`config.mk`:
```
export PLATFORM = sky130hd
export DESIGN_NAME = tone_i2s_output
export DESIGN_NICKNAME = d
export VERILOG_FILES = /design/src/rtl/audio_pkg.sv /design/src/rtl/amplitude_ramp.sv /design/src/rtl/tone_i2s_output.sv
export SDC_FILE = /design/constraint.sdc
export NUM_CORES = 1
export LEC_CHECK = 0
export CAP_MARGIN = 20
export CORE_MARGIN = 2
export CORE_UTILIZATION = 50
export CTS_BUF_LIST = sky130_fd_sc_hd__clkbuf_8
export DETAILED_ROUTE_END_ITERATION = 10
export PLACE_DENSITY = 0.69
export SETUP_SLACK_MARGIN = 0.02
export SYNTH_ARGS = -nofsm -noshare
export SYNTH_HDL_FRONTEND = slang
export SYNTH_SLANG_ARGS = --single-unit
```
`constraint.sdc`:
```
create_clock -name clock -period 5.09 [get_ports clock]
set_input_delay 0.509 -clock clock [delete_from_list [all_inputs] [get_ports clock]]
set_output_delay 0.509 -clock clock [all_outputs]
set_load 0.005 [all_outputs]
```
`src/rtl/audio_pkg.sv`:
```
// Shared I2S frame geometry for the tone player audio output path.
// Slot counts are fixed by the 32-bit-per-channel I2S framing used with the codec.
package audio_pkg;

  localparam int I2S_SLOTS_PER_FRAME   = 64;
  localparam int I2S_SLOTS_PER_CHANNEL = 32;
  localparam int I2S_DATA_DELAY        = 1;

  typedef enum logic {
    CH_LEFT  = 1'b0,
    CH_RIGHT = 1'b1
  } i2s_channel_e;

  function automatic int slot_clocks(input int bclk_div_log2);
    return 1 << (bclk_div_log2 + 1);
  endfunction

  function automatic int frame_clocks(input int bclk_div_log2);
    return I2S_SLOTS_PER_FRAME * slot_clocks(bclk_div_log2);
  endfunction

endpackage

```
`src/rtl/amplitude_ramp.sv`:
```
// Saturating per-frame amplitude slew toward a target, used for click-free volume changes.
// amp_o shows the post-step value so the caller can latch it on the step edge itself.
module amplitude_ramp #(
  parameter int AMP_BITS  = 15,
  parameter int RAMP_STEP = 64
) (
  input  logic                clock,
  input  logic                reset,
  input  logic                step_i,
  input  logic [AMP_BITS-1:0] target_i,
  output logic [AMP_BITS-1:0] amp_o
);

  localparam logic [AMP_BITS:0] STEP_W = (AMP_BITS+1)'(RAMP_STEP);

  logic [AMP_BITS-1:0] amp_q, amp_d;
  logic [AMP_BITS:0]   up_w, dn_w, tgt_w;

  always_comb begin
    amp_d = amp_q;
    tgt_w = {1'b0, target_i};
    up_w  = {1'b0, amp_q} + STEP_W;
    dn_w  = {1'b0, amp_q} - STEP_W;
    if (step_i) begin
      // One bit of headroom: the top bit of dn_w flags an underflow past zero.
      if (amp_q < target_i) begin
        amp_d = (up_w > tgt_w) ? target_i : up_w[AMP_BITS-1:0];
      end else if (amp_q > target_i) begin
        amp_d = (dn_w[AMP_BITS] || (dn_w < tgt_w)) ? target_i : dn_w[AMP_BITS-1:0];
      end
    end
  end

  always_ff @(posedge clock) begin
    if (reset) begin
      amp_q <= '0;
    end else begin
      amp_q <= amp_d;
    end
  end

  assign amp_o = amp_d;

endmodule

```
`src/rtl/tone_i2s_output.sv`:
```
// Square-wave tone to signed PCM with volume ramping, serialised as I2S (codec in slave mode).
// Same sample goes to both channels; all outputs are registered and reflect the current phase.
module tone_i2s_output
  import audio_pkg::*;
#(
  parameter int SAMPLE_BITS   = 16,
  parameter int VOLUME_BITS   = 4,
  parameter int BCLK_DIV_LOG2 = 3,
  parameter int RAMP_STEP     = 64
) (
  input  logic                   clock,
  input  logic                   reset,
  input  logic                   enable,
  input  logic                   sound,
  input  logic [VOLUME_BITS-1:0] volume,
  output logic                   aud_bclk,
  output logic                   aud_daclrck,
  output logic                   aud_dacdat,
  output logic                   sample_strobe,
  output logic [SAMPLE_BITS-1:0] sample_value
);

  localparam int AMP_BITS      = SAMPLE_BITS - 1;
  localparam int SLOT_LOG2     = BCLK_DIV_LOG2 + 1;
  localparam int SLOT_BITS     = $clog2(I2S_SLOTS_PER_FRAME);
  localparam int CH_SLOT_BITS  = $clog2(I2S_SLOTS_PER_CHANNEL);
  localparam int PHASE_BITS    = SLOT_BITS + SLOT_LOG2;
  localparam int VOL_SHIFT     = AMP_BITS - VOLUME_BITS;
  localparam logic [PHASE_BITS-1:0] LAST_PHASE =
    PHASE_BITS'(frame_clocks(BCLK_DIV_LOG2) - 1);

  logic [PHASE_BITS-1:0]   phase_q, phase_d;
  logic                    bclk_q, bclk_d;
  logic                    lrck_q, lrck_d;
  logic                    dat_q, dat_d;
  logic                    strobe_q, strobe_d;
  logic [SAMPLE_BITS-1:0]  sample_q, sample_d;
  logic [SAMPLE_BITS-1:0]  shreg_q, shreg_d;

  logic                    wrap;
  logic                    slot_start;
  logic [SLOT_BITS-1:0]    slot_d;
  logic [CH_SLOT_BITS-1:0] chan_slot;
  logic [AMP_BITS-1:0]     target;
  logic [AMP_BITS-1:0]     amp_new;
  logic [SAMPLE_BITS-1:0]  magnitude;

  assign wrap   = (phase_q == LAST_PHASE);
  assign target = enable ? (AMP_BITS'(volume) << VOL_SHIFT) : '0;

  amplitude_ramp #(
    .AMP_BITS  (AMP_BITS),
    .RAMP_STEP (RAMP_STEP)
  ) u_ramp (
    .clock    (clock),
    .reset    (reset),
    .step_i   (wrap),
    .target_i (target),
    .amp_o    (amp_new)
  );

  assign magnitude = {1'b0, amp_new};

  always_comb begin
    phase_d    = phase_q + 1'b1;
    slot_d     = phase_d[PHASE_BITS-1 -: SLOT_BITS];
    chan_slot  = slot_d[CH_SLOT_BITS-1:0];
    slot_start = (phase_d[SLOT_LOG2-1:0] == '0);

    bclk_d   = phase_d[SLOT_LOG2-1];
    lrck_d   = slot_d[SLOT_BITS-1] ? CH_RIGHT : CH_LEFT;
    strobe_d = wrap;
    sample_d = wrap ? (sound ? magnitude : -magnitude) : sample_q;

    dat_d   = dat_q;
    shreg_d = shreg_q;
    // Data moves only on BCLK falling edges; once the word has shifted out the
    // register is empty, so the unused tail slots naturally send zeros.
    if (slot_start) begin
      if (chan_slot == '0) begin
        dat_d   = 1'b0;
        shreg_d = sample_d;
      end else if (chan_slot < CH_SLOT_BITS'(I2S_DATA_DELAY)) begin
        dat_d = 1'b0;
      end else begin
        dat_d   = shreg_q[SAMPLE_BITS-1];
        shreg_d = {shreg_q[SAMPLE_BITS-2:0], 1'b0};
      end
    end
  end

  always_ff @(posedge clock) begin
    if (reset) begin
      phase_q  <= '0;
      bclk_q   <= 1'b0;
      lrck_q   <= 1'b0;
      dat_q    <= 1'b0;
      strobe_q <= 1'b0;
      sample_q <= '0;
      shreg_q  <= '0;
    end else begin
      phase_q  <= phase_d;
      bclk_q   <= bclk_d;
      lrck_q   <= lrck_d;
      dat_q    <= dat_d;
      strobe_q <= strobe_d;
      sample_q <= sample_d;
      shreg_q  <= shreg_d;
    end
  end

  assign aud_bclk      = bclk_q;
  assign aud_daclrck   = lrck_q;
  assign aud_dacdat    = dat_q;
  assign sample_strobe = strobe_q;
  assign sample_value  = sample_q;

endmodule

```
==> results of run 1 <==
[cell usage after synthesis, drive strengths merged (3+ instances only)]
library cell	number	share of area (%)
o22ai	3	0.77
and4	6	1.4
o211ai	6	1.1
nor2b	4	0.62
nand4	13	2.0
inv	13	1.2
a22oi	3	0.68
a31oi	12	1.9
nor2	63	5.9
o221ai	3	0.65
dfxtp	59	29
a21o	4	0.77
nand2	41	3.8
and2	7	1.1
o41ai	3	0.83
nor4	9	1.9
ha	16	4.9
a21oi	29	3.9
and3	15	2.5
xor2	5	1.1
buf	13	2.3
o21ai	22	2.7
mux2	4	1.1
xnor2	24	5.2
nand3	23	2.8
o21a	4	0.74
mux2i	7	1.8
clkbuf	20	4.2
nor3	21	2.7
a211oi	10	2.0
[placed cells by master (no fill, tap or decap), types with 14 or more instances in the layout]
cell type,instances
nand3_1,23
dfxtp_1,59
nor3_1,19
xnor2_1,24
inv_1,14
clkdlybuf4s50_1,27
nor2_1,62
a21oi_1,28
nand2_1,41
ha_1,16
o21ai_0,19
[final cells by class]
type,instances,area (um2),area share [%]
Inverter,13,48.8,1.10
Sequential cell,59,1180,26.5
Timing Repair Buffer,37,345,7.76
Tap cell,102,128,2.87
Clock inverter,7,53.8,1.21
Clock buffer,9,124,2.78
Multi-Input combinational cell,391,2570,57.8
[power by group through the flow]
stage | sequential (mW) | combinational [mW] | clock [mW]
after CTS | 0.466 | 0.0869 | 0.388
after global placement | 0.476 | 0.0865 | 0
after floorplan | 0.476 | 0.0622 | 0
final | 0.466 | 0.0892 | 0.381
after global routing | 0.466 | 0.0962 | 0.409
after detailed placement | 0.476 | 0.0863 | 0
[final timing paths]
check | to | slack [ns]
worst max-delay path | shreg_q[12]$_SDFFE_PP0P_ | 0.50
worst min-delay path | phase_q[0]$_SDFF_PP0_ | 0.46
worst max register to register | shreg_q[12]$_SDFFE_PP0P_ | 0.50
worst min register to register | phase_q[0]$_SDFF_PP0_ | 0.46
[per-stage QoR]
stage / hold slack (ns) / cell area, um2
after floorplan: 0.418 / 4060
after CTS: 0.459 / 4450
final: 0.455 / 4450
after global placement: 0.427 / 4270
after detailed placement: 0.440 / 4270
after global routing: 0.475 / 4450
[kinds of logic after synthesis]
kind of cell / count (synthesis) / synth area share (%)
AO/OA/AOI/OAI: 124 / 22.4
XOR/XNOR: 29 / 6.26
adder cells (fa/ha/maj): 16 / 4.94
buffers and inverters: 46 / 7.62
flip-flops: 59 / 29.1
multiplexers: 11 / 2.93
AND/OR/NAND/NOR: 211 / 26.7
[sequential cells by signal (all words and copies together) (netlist names)]
signal / cells
shreg_q: 16
aud_dacdat: 1
sample_value: 16
sample_strobe: 1
phase_q: 10
u_ramp.amp_q: 15
[per-layer routing]
metal	vias to the layer above	wire length, um	track usage (%)
met3	45	630	3.77
met2	165	4790	38.9
met5	-	0	0
li1	1856	-	-
met1	1791	5360	37.3
met4	0	443	12.7
[critical path: stages, from the launching register on]
cell      delay [ns]
dfxtp_1         0.54
inv_1           0.17
ha_1            0.32
and3_2          0.25
xnor2_1         0.12
ha_1            0.28
or4b_1          0.45
o22ai_2         0.17
o22ai_2         0.12
a32oi_2         0.20
nand2b_1        0.30
nand2_1         0.12
ha_1            0.22
inv_1           0.08
a31oi_1         0.08
and4_4          0.25
a41oi_2         0.21
xor2_1          0.24
nor2_1          0.08
o41ai_2         0.29
==> out/qor.txt, run 1 <==
Final setup vio count -> 0
Die Area -> 8850 um2
Worst Setup SP -> u_ramp.amp_q[6]$_SDFF_PP0_
I/O pins -> 28
Max-slew violations -> 0
DRC errors left -> 0
Routed WL -> 11200 um
Initial Util -> 52.0%
Largest net degree at the start of global routing -> 44
Fillers -> 734
Asr flop ratio synth -> 0%
GRT Util Overall -> 26.3%
Ant. Diodes -> 0
FMAX -> 218 MHz
Latest clock arrival within the worst-skew pair -> 0.35 ns
Vias in the first global route -> 3586
Yosys reg bits -> 59
Seq/Total Area, Yosys -> 29.1%
Minimum clock period after layout -> 4.59 ns
Htree depth -> 3
Share of layout cells above drive strength 1 -> 11.8%
Placer Congestion -> 1.05
Pwr dens -> 210 nW/um2
Syn Std Cell Area -> 4060 um2
Die height -> 94.1 um
Number of distinct library cells after synthesis -> 82
Post-layout util -> 57.0%
Final nets -> 535
Syn. warnings -> 0
Power Internal -> 674 uW
Bufs on Longest Clock Path -> 2
NetSw -> 262 uW
Worst min-delay path category -> flip-flop to flip-flop
Overall Power -> 936 uW
Max-cap check violation count -> 0
RR Startpoint -> u_ramp.amp_q[6]$_SDFF_PP0_
Area delta synth->final -> 9.75%
Hold_buf cts -> 0
Avg Cell Area, Syn -> 8.18 um2
Max VDD drop -> 152 uV
Least-Margin Pin Slew -> 0.821 ns
Worst EP required -> 5.34 ns
Via/cell ratio -> 6.24
Post-Place Cells -> 602
Core Area -> 7810 um2
Hold Crit Depth -> 1
First-pass GRT wire length -> 18100 um
R2R cell count -> 19
GRT overflow -> 0
CTS sink cnt -> 59
Iter 0 DRT Violations -> 344
Antenna violations before repair -> 0
Die X -> 94.1 um
Post-route ant nets -> 0
Startpoint types -> flip-flop
Comb pwr share -> 9.5%
CTS buffer count -> 9
Worst Path Arrival -> 4.84 ns
Hold Path Origin -> phase_q[0]$_SDFF_PP0_
Worst Clk Skew -> 0.0139 ns
Most used DFF post-synth -> dfxtp_1
PortBufs -> 27
Status -> finished, final reports clean
RSZ-0062 raised after global routing -> no
Slew headroom -> 45.1%
Reg power frac -> 49.8%
Resized cells post-CTS -> 0
Pre-CTS setup slack -> 0.495 ns
Fin crit share -> 90.2%
Switching part of the total -> 28.0%
Number of placement rows -> 32
CTS tree -> built
Static Leak -> 1.60 nW
Post-Syn Nets -> 520
CP max FO -> 11
Number of enable flip-flop cells after synthesis -> 0
Root Driver -> clkbuf_8
Clock power frac -> 40.7%
Post-CTS Setup Bufs -> 0
Post-route insts no fill -> 618
Setup TNS -> 0 ns
DPL Wire Length -> 8170 um
Vias -> 3857
Crit. End Element -> flip-flop
Clock Pin Slew Worst Setup and Hold Paths -> 0.07 ns
DRT Pass-1 Iters -> 5
WL per Instance -> 18.2 um
Min setup slack post-route -> 0.501 ns
Crit path kind -> flip-flop to flip-flop
Syn Inst Count -> 496
Final Hold Fails -> 0
No activity file was read; power rests on OpenSTA's default activity.
==> run 2, diff against run 1 <==
--- a/config.mk
+++ b/config.mk
@@ -5,13 +5,14 @@
 export SDC_FILE = /design/constraint.sdc
 export NUM_CORES = 1
 export LEC_CHECK = 0
-export CAP_MARGIN = 20
+export CAP_MARGIN = 10
 export CORE_MARGIN = 2
 export CORE_UTILIZATION = 50
 export CTS_BUF_LIST = sky130_fd_sc_hd__clkbuf_8
 export DETAILED_ROUTE_END_ITERATION = 10
 export PLACE_DENSITY = 0.69
 export SETUP_SLACK_MARGIN = 0.02
+export SLEW_MARGIN = 20
 export SYNTH_ARGS = -nofsm -noshare
 export SYNTH_HDL_FRONTEND = slang
 export SYNTH_SLANG_ARGS = --single-unit
==> results of run 2 <==
Final layout, timing and power as in run 1 (identical DEF).
==> run 3, diff against run 2 <==
--- a/config.mk
+++ b/config.mk
@@ -10,9 +10,10 @@
 export CORE_UTILIZATION = 50
 export CTS_BUF_LIST = sky130_fd_sc_hd__clkbuf_8
 export DETAILED_ROUTE_END_ITERATION = 10
-export PLACE_DENSITY = 0.69
+export DONT_BUFFER_PORTS = 1
 export SETUP_SLACK_MARGIN = 0.02
 export SLEW_MARGIN = 20
 export SYNTH_ARGS = -nofsm -noshare
 export SYNTH_HDL_FRONTEND = slang
 export SYNTH_SLANG_ARGS = --single-unit
+export TNS_END_PERCENT = 5
==> run 3 against run 2 <==
Routed wire length fell by 5.5%. Core utilization fell by 3.2 points. Register-to-register slack improved by 0.05 ns. First-iteration DRC count fell by 39%. Combinational power fell by 16%. Flip-flop and latch count did not move. Design area fell by 5.6%. Non-clock buffer count fell by 30. Final cell count fell by 4.9%. Critical path depth did not move.
==> out/qor.txt, run 3 (synthesis gave the netlist of run 1 again) <==
DPL Wire Length -> 7760 um
Status -> finished, final reports clean
Switching part of the total -> 25.2%
Die X -> 94.1 um
Hold_buf cts -> 0
Worst EP required -> 5.34 ns
First-pass GRT wire length -> 17400 um
Comb pwr share -> 7.3%
Die Area -> 8850 um2
Post-route ant nets -> 0
Antenna violations before repair -> 0
I/O pins -> 28
Setup TNS -> 0 ns
Worst Path Arrival -> 4.79 ns
Worst min-delay path category -> input port to flip-flop
Hold Crit Depth -> 1
Max-cap check violation count -> 0
FMAX -> 220 MHz
CTS sink cnt -> 59
Routed WL -> 10600 um
Max-slew violations -> 0
Root Driver -> clkbuf_8
Slew headroom -> 54.4%
Share of layout cells above drive strength 1 -> 12.1%
Clock Pin Slew Worst Setup and Hold Paths -> 0.07 ns
NetSw -> 259 uW
Worst r2r dst -> shreg_q[12]$_SDFFE_PP0P_
Resized cells post-CTS -> 0
RR Startpoint -> u_ramp.amp_q[6]$_SDFF_PP0_
Register area -> 1180 um2
Placer Congestion -> 0.991
GRT overflow -> 0
Largest net degree at the start of global routing -> 44
Max VDD drop -> 175 uV
Least-Margin Pin Slew -> 0.677 ns
Via/cell ratio -> 6.22
Iter 0 DRT Violations -> 209
Static Leak -> 1.51 nW
Initial Util -> 52.0%
Commonest non-fill, non-tap cell in the layout -> nor2_1
PortBufs -> 0
Vias -> 3656
Fin crit share -> 89.2%
RSZ-0062 raised after global routing -> no
Core Area -> 7810 um2
Ant. Diodes -> 0
Area delta synth->final -> 3.64%
Fillers -> 753
DRT Pass-1 Iters -> 5
Placement-stage cell area -> 3980 um2
Final Hold Fails -> 0
Bufs on Longest Clock Path -> 2
Reg power frac -> 45.3%
Hold slack final -> 0.224 ns
Final nets -> 505
Minimum clock period after layout -> 4.54 ns
CTS tree -> built
Min setup slack post-route -> 0.549 ns
Latest clock arrival within the worst-skew pair -> 0.35 ns
Startpoint types -> flip-flop
Vias in the first global route -> 3464
DRC errors left -> 0
CP max FO -> 11
R2R cell count -> 19
Overall Power -> 1.03 mW
Clock power frac -> 47.5%
Htree depth -> 3
Die height -> 94.1 um
Crit path kind -> flip-flop to flip-flop
Final setup vio count -> 0
Worst Setup SP -> u_ramp.amp_q[6]$_SDFF_PP0_
Pwr dens -> 244 nW/um2
Worst Clk Skew -> 0.00916 ns
Worst R2R Setup Slack -> 0.55 ns
GRT Util Overall -> 25.3%
Pre-CTS setup slack -> 0.611 ns
Multi-input gate area -> 2570 um2
CTS buffer count -> 9
Crit. End Element -> flip-flop
Post-CTS Setup Bufs -> 0
CP endpoint -> shreg_q[12]$_SDFFE_PP0P_
Power Internal -> 769 uW
Most frequent cells in the layout -> 62 x nor2_1, 59 x dfxtp_1, 41 x nand2_1
Cell area after layout -> 4200 um2
WL per Instance -> 18.0 um
Number of placement rows -> 32
run 3: cell types whose count changed in the layout (fill, tap and decap cells not counted), sizes merged:
| cell | previous run | this run |
|---|---|---|
| clkinvlp | 2 | 1 |
| clkinv | 3 | 2 |
| clkdlybuf4s50 | 27 | 0 |
| bufinv | 0 | 2 |
| buf | 10 | 7 |
run 3: worst min-delay path by stage:
stage,from,end
after global routing,reset,phase_q[4]$_SDFF_PP0_
after floorplan,phase_q[0]$_SDFF_PP0_,phase_q[0]$_SDFF_PP0_
after CTS,reset,phase_q[0]$_SDFF_PP0_
final,reset,aud_dacdat$_SDFFE_PP0P_
after global placement,phase_q[0]$_SDFF_PP0_,phase_q[0]$_SDFF_PP0_
after detailed placement,shreg_q[12]$_SDFFE_PP0P_,shreg_q[12]$_SDFFE_PP0P_
run 3: per-layer routing:
metal | share of wire [%] | global-route usage [%]
met1 | 44 | 31.8
met2 | 48 | 42.6
met3 | 5.9 | 4.90
met4 | 2.8 | 10.3
met5 | 0 | 0
run 3: critical path: stages (launching register included):
cell and delay (ns):
dfxtp_1 0.53, inv_1 0.16, ha_1 0.32, and3_2 0.25, xnor2_1 0.13, ha_1 0.29
or4b_1 0.45, o22ai_2 0.16, o22ai_2 0.11, a32oi_2 0.21, nand2b_1 0.34, nand2_1 0.13
ha_1 0.22, inv_1 0.08, a31oi_1 0.06, and4_4 0.23, a41oi_2 0.20, xor2_1 0.20
nor2_1 0.07, o41ai_2 0.29
run 3: power groups by stage:
stage                     combinational, mW  clock (mW)  sequential (mW)
after detailed placement             0.0722           0            0.476
after CTS                            0.0728       0.502            0.465
after global routing                 0.0809       0.521            0.466
after global placement               0.0742           0            0.476
final                                0.0745       0.488            0.465
after floorplan                      0.0622           0            0.476
run 3: metrics by stage:
step,std cells,util (%)
floorplan,496,-
global placement,572,51.0
detailed placement,572,51.0
CTS,588,53.8
global route,588,53.8
finish,588,53.8
run 3: final cells by class:
cell class,count,share of cell area (%)
Sequential cell,59,28.1
Timing Repair Buffer,7,1.25
Clock buffer,9,2.95
Tap cell,102,3.04
Inverter,13,1.16
Clock inverter,7,2.35
Multi-Input combinational cell,391,61.2
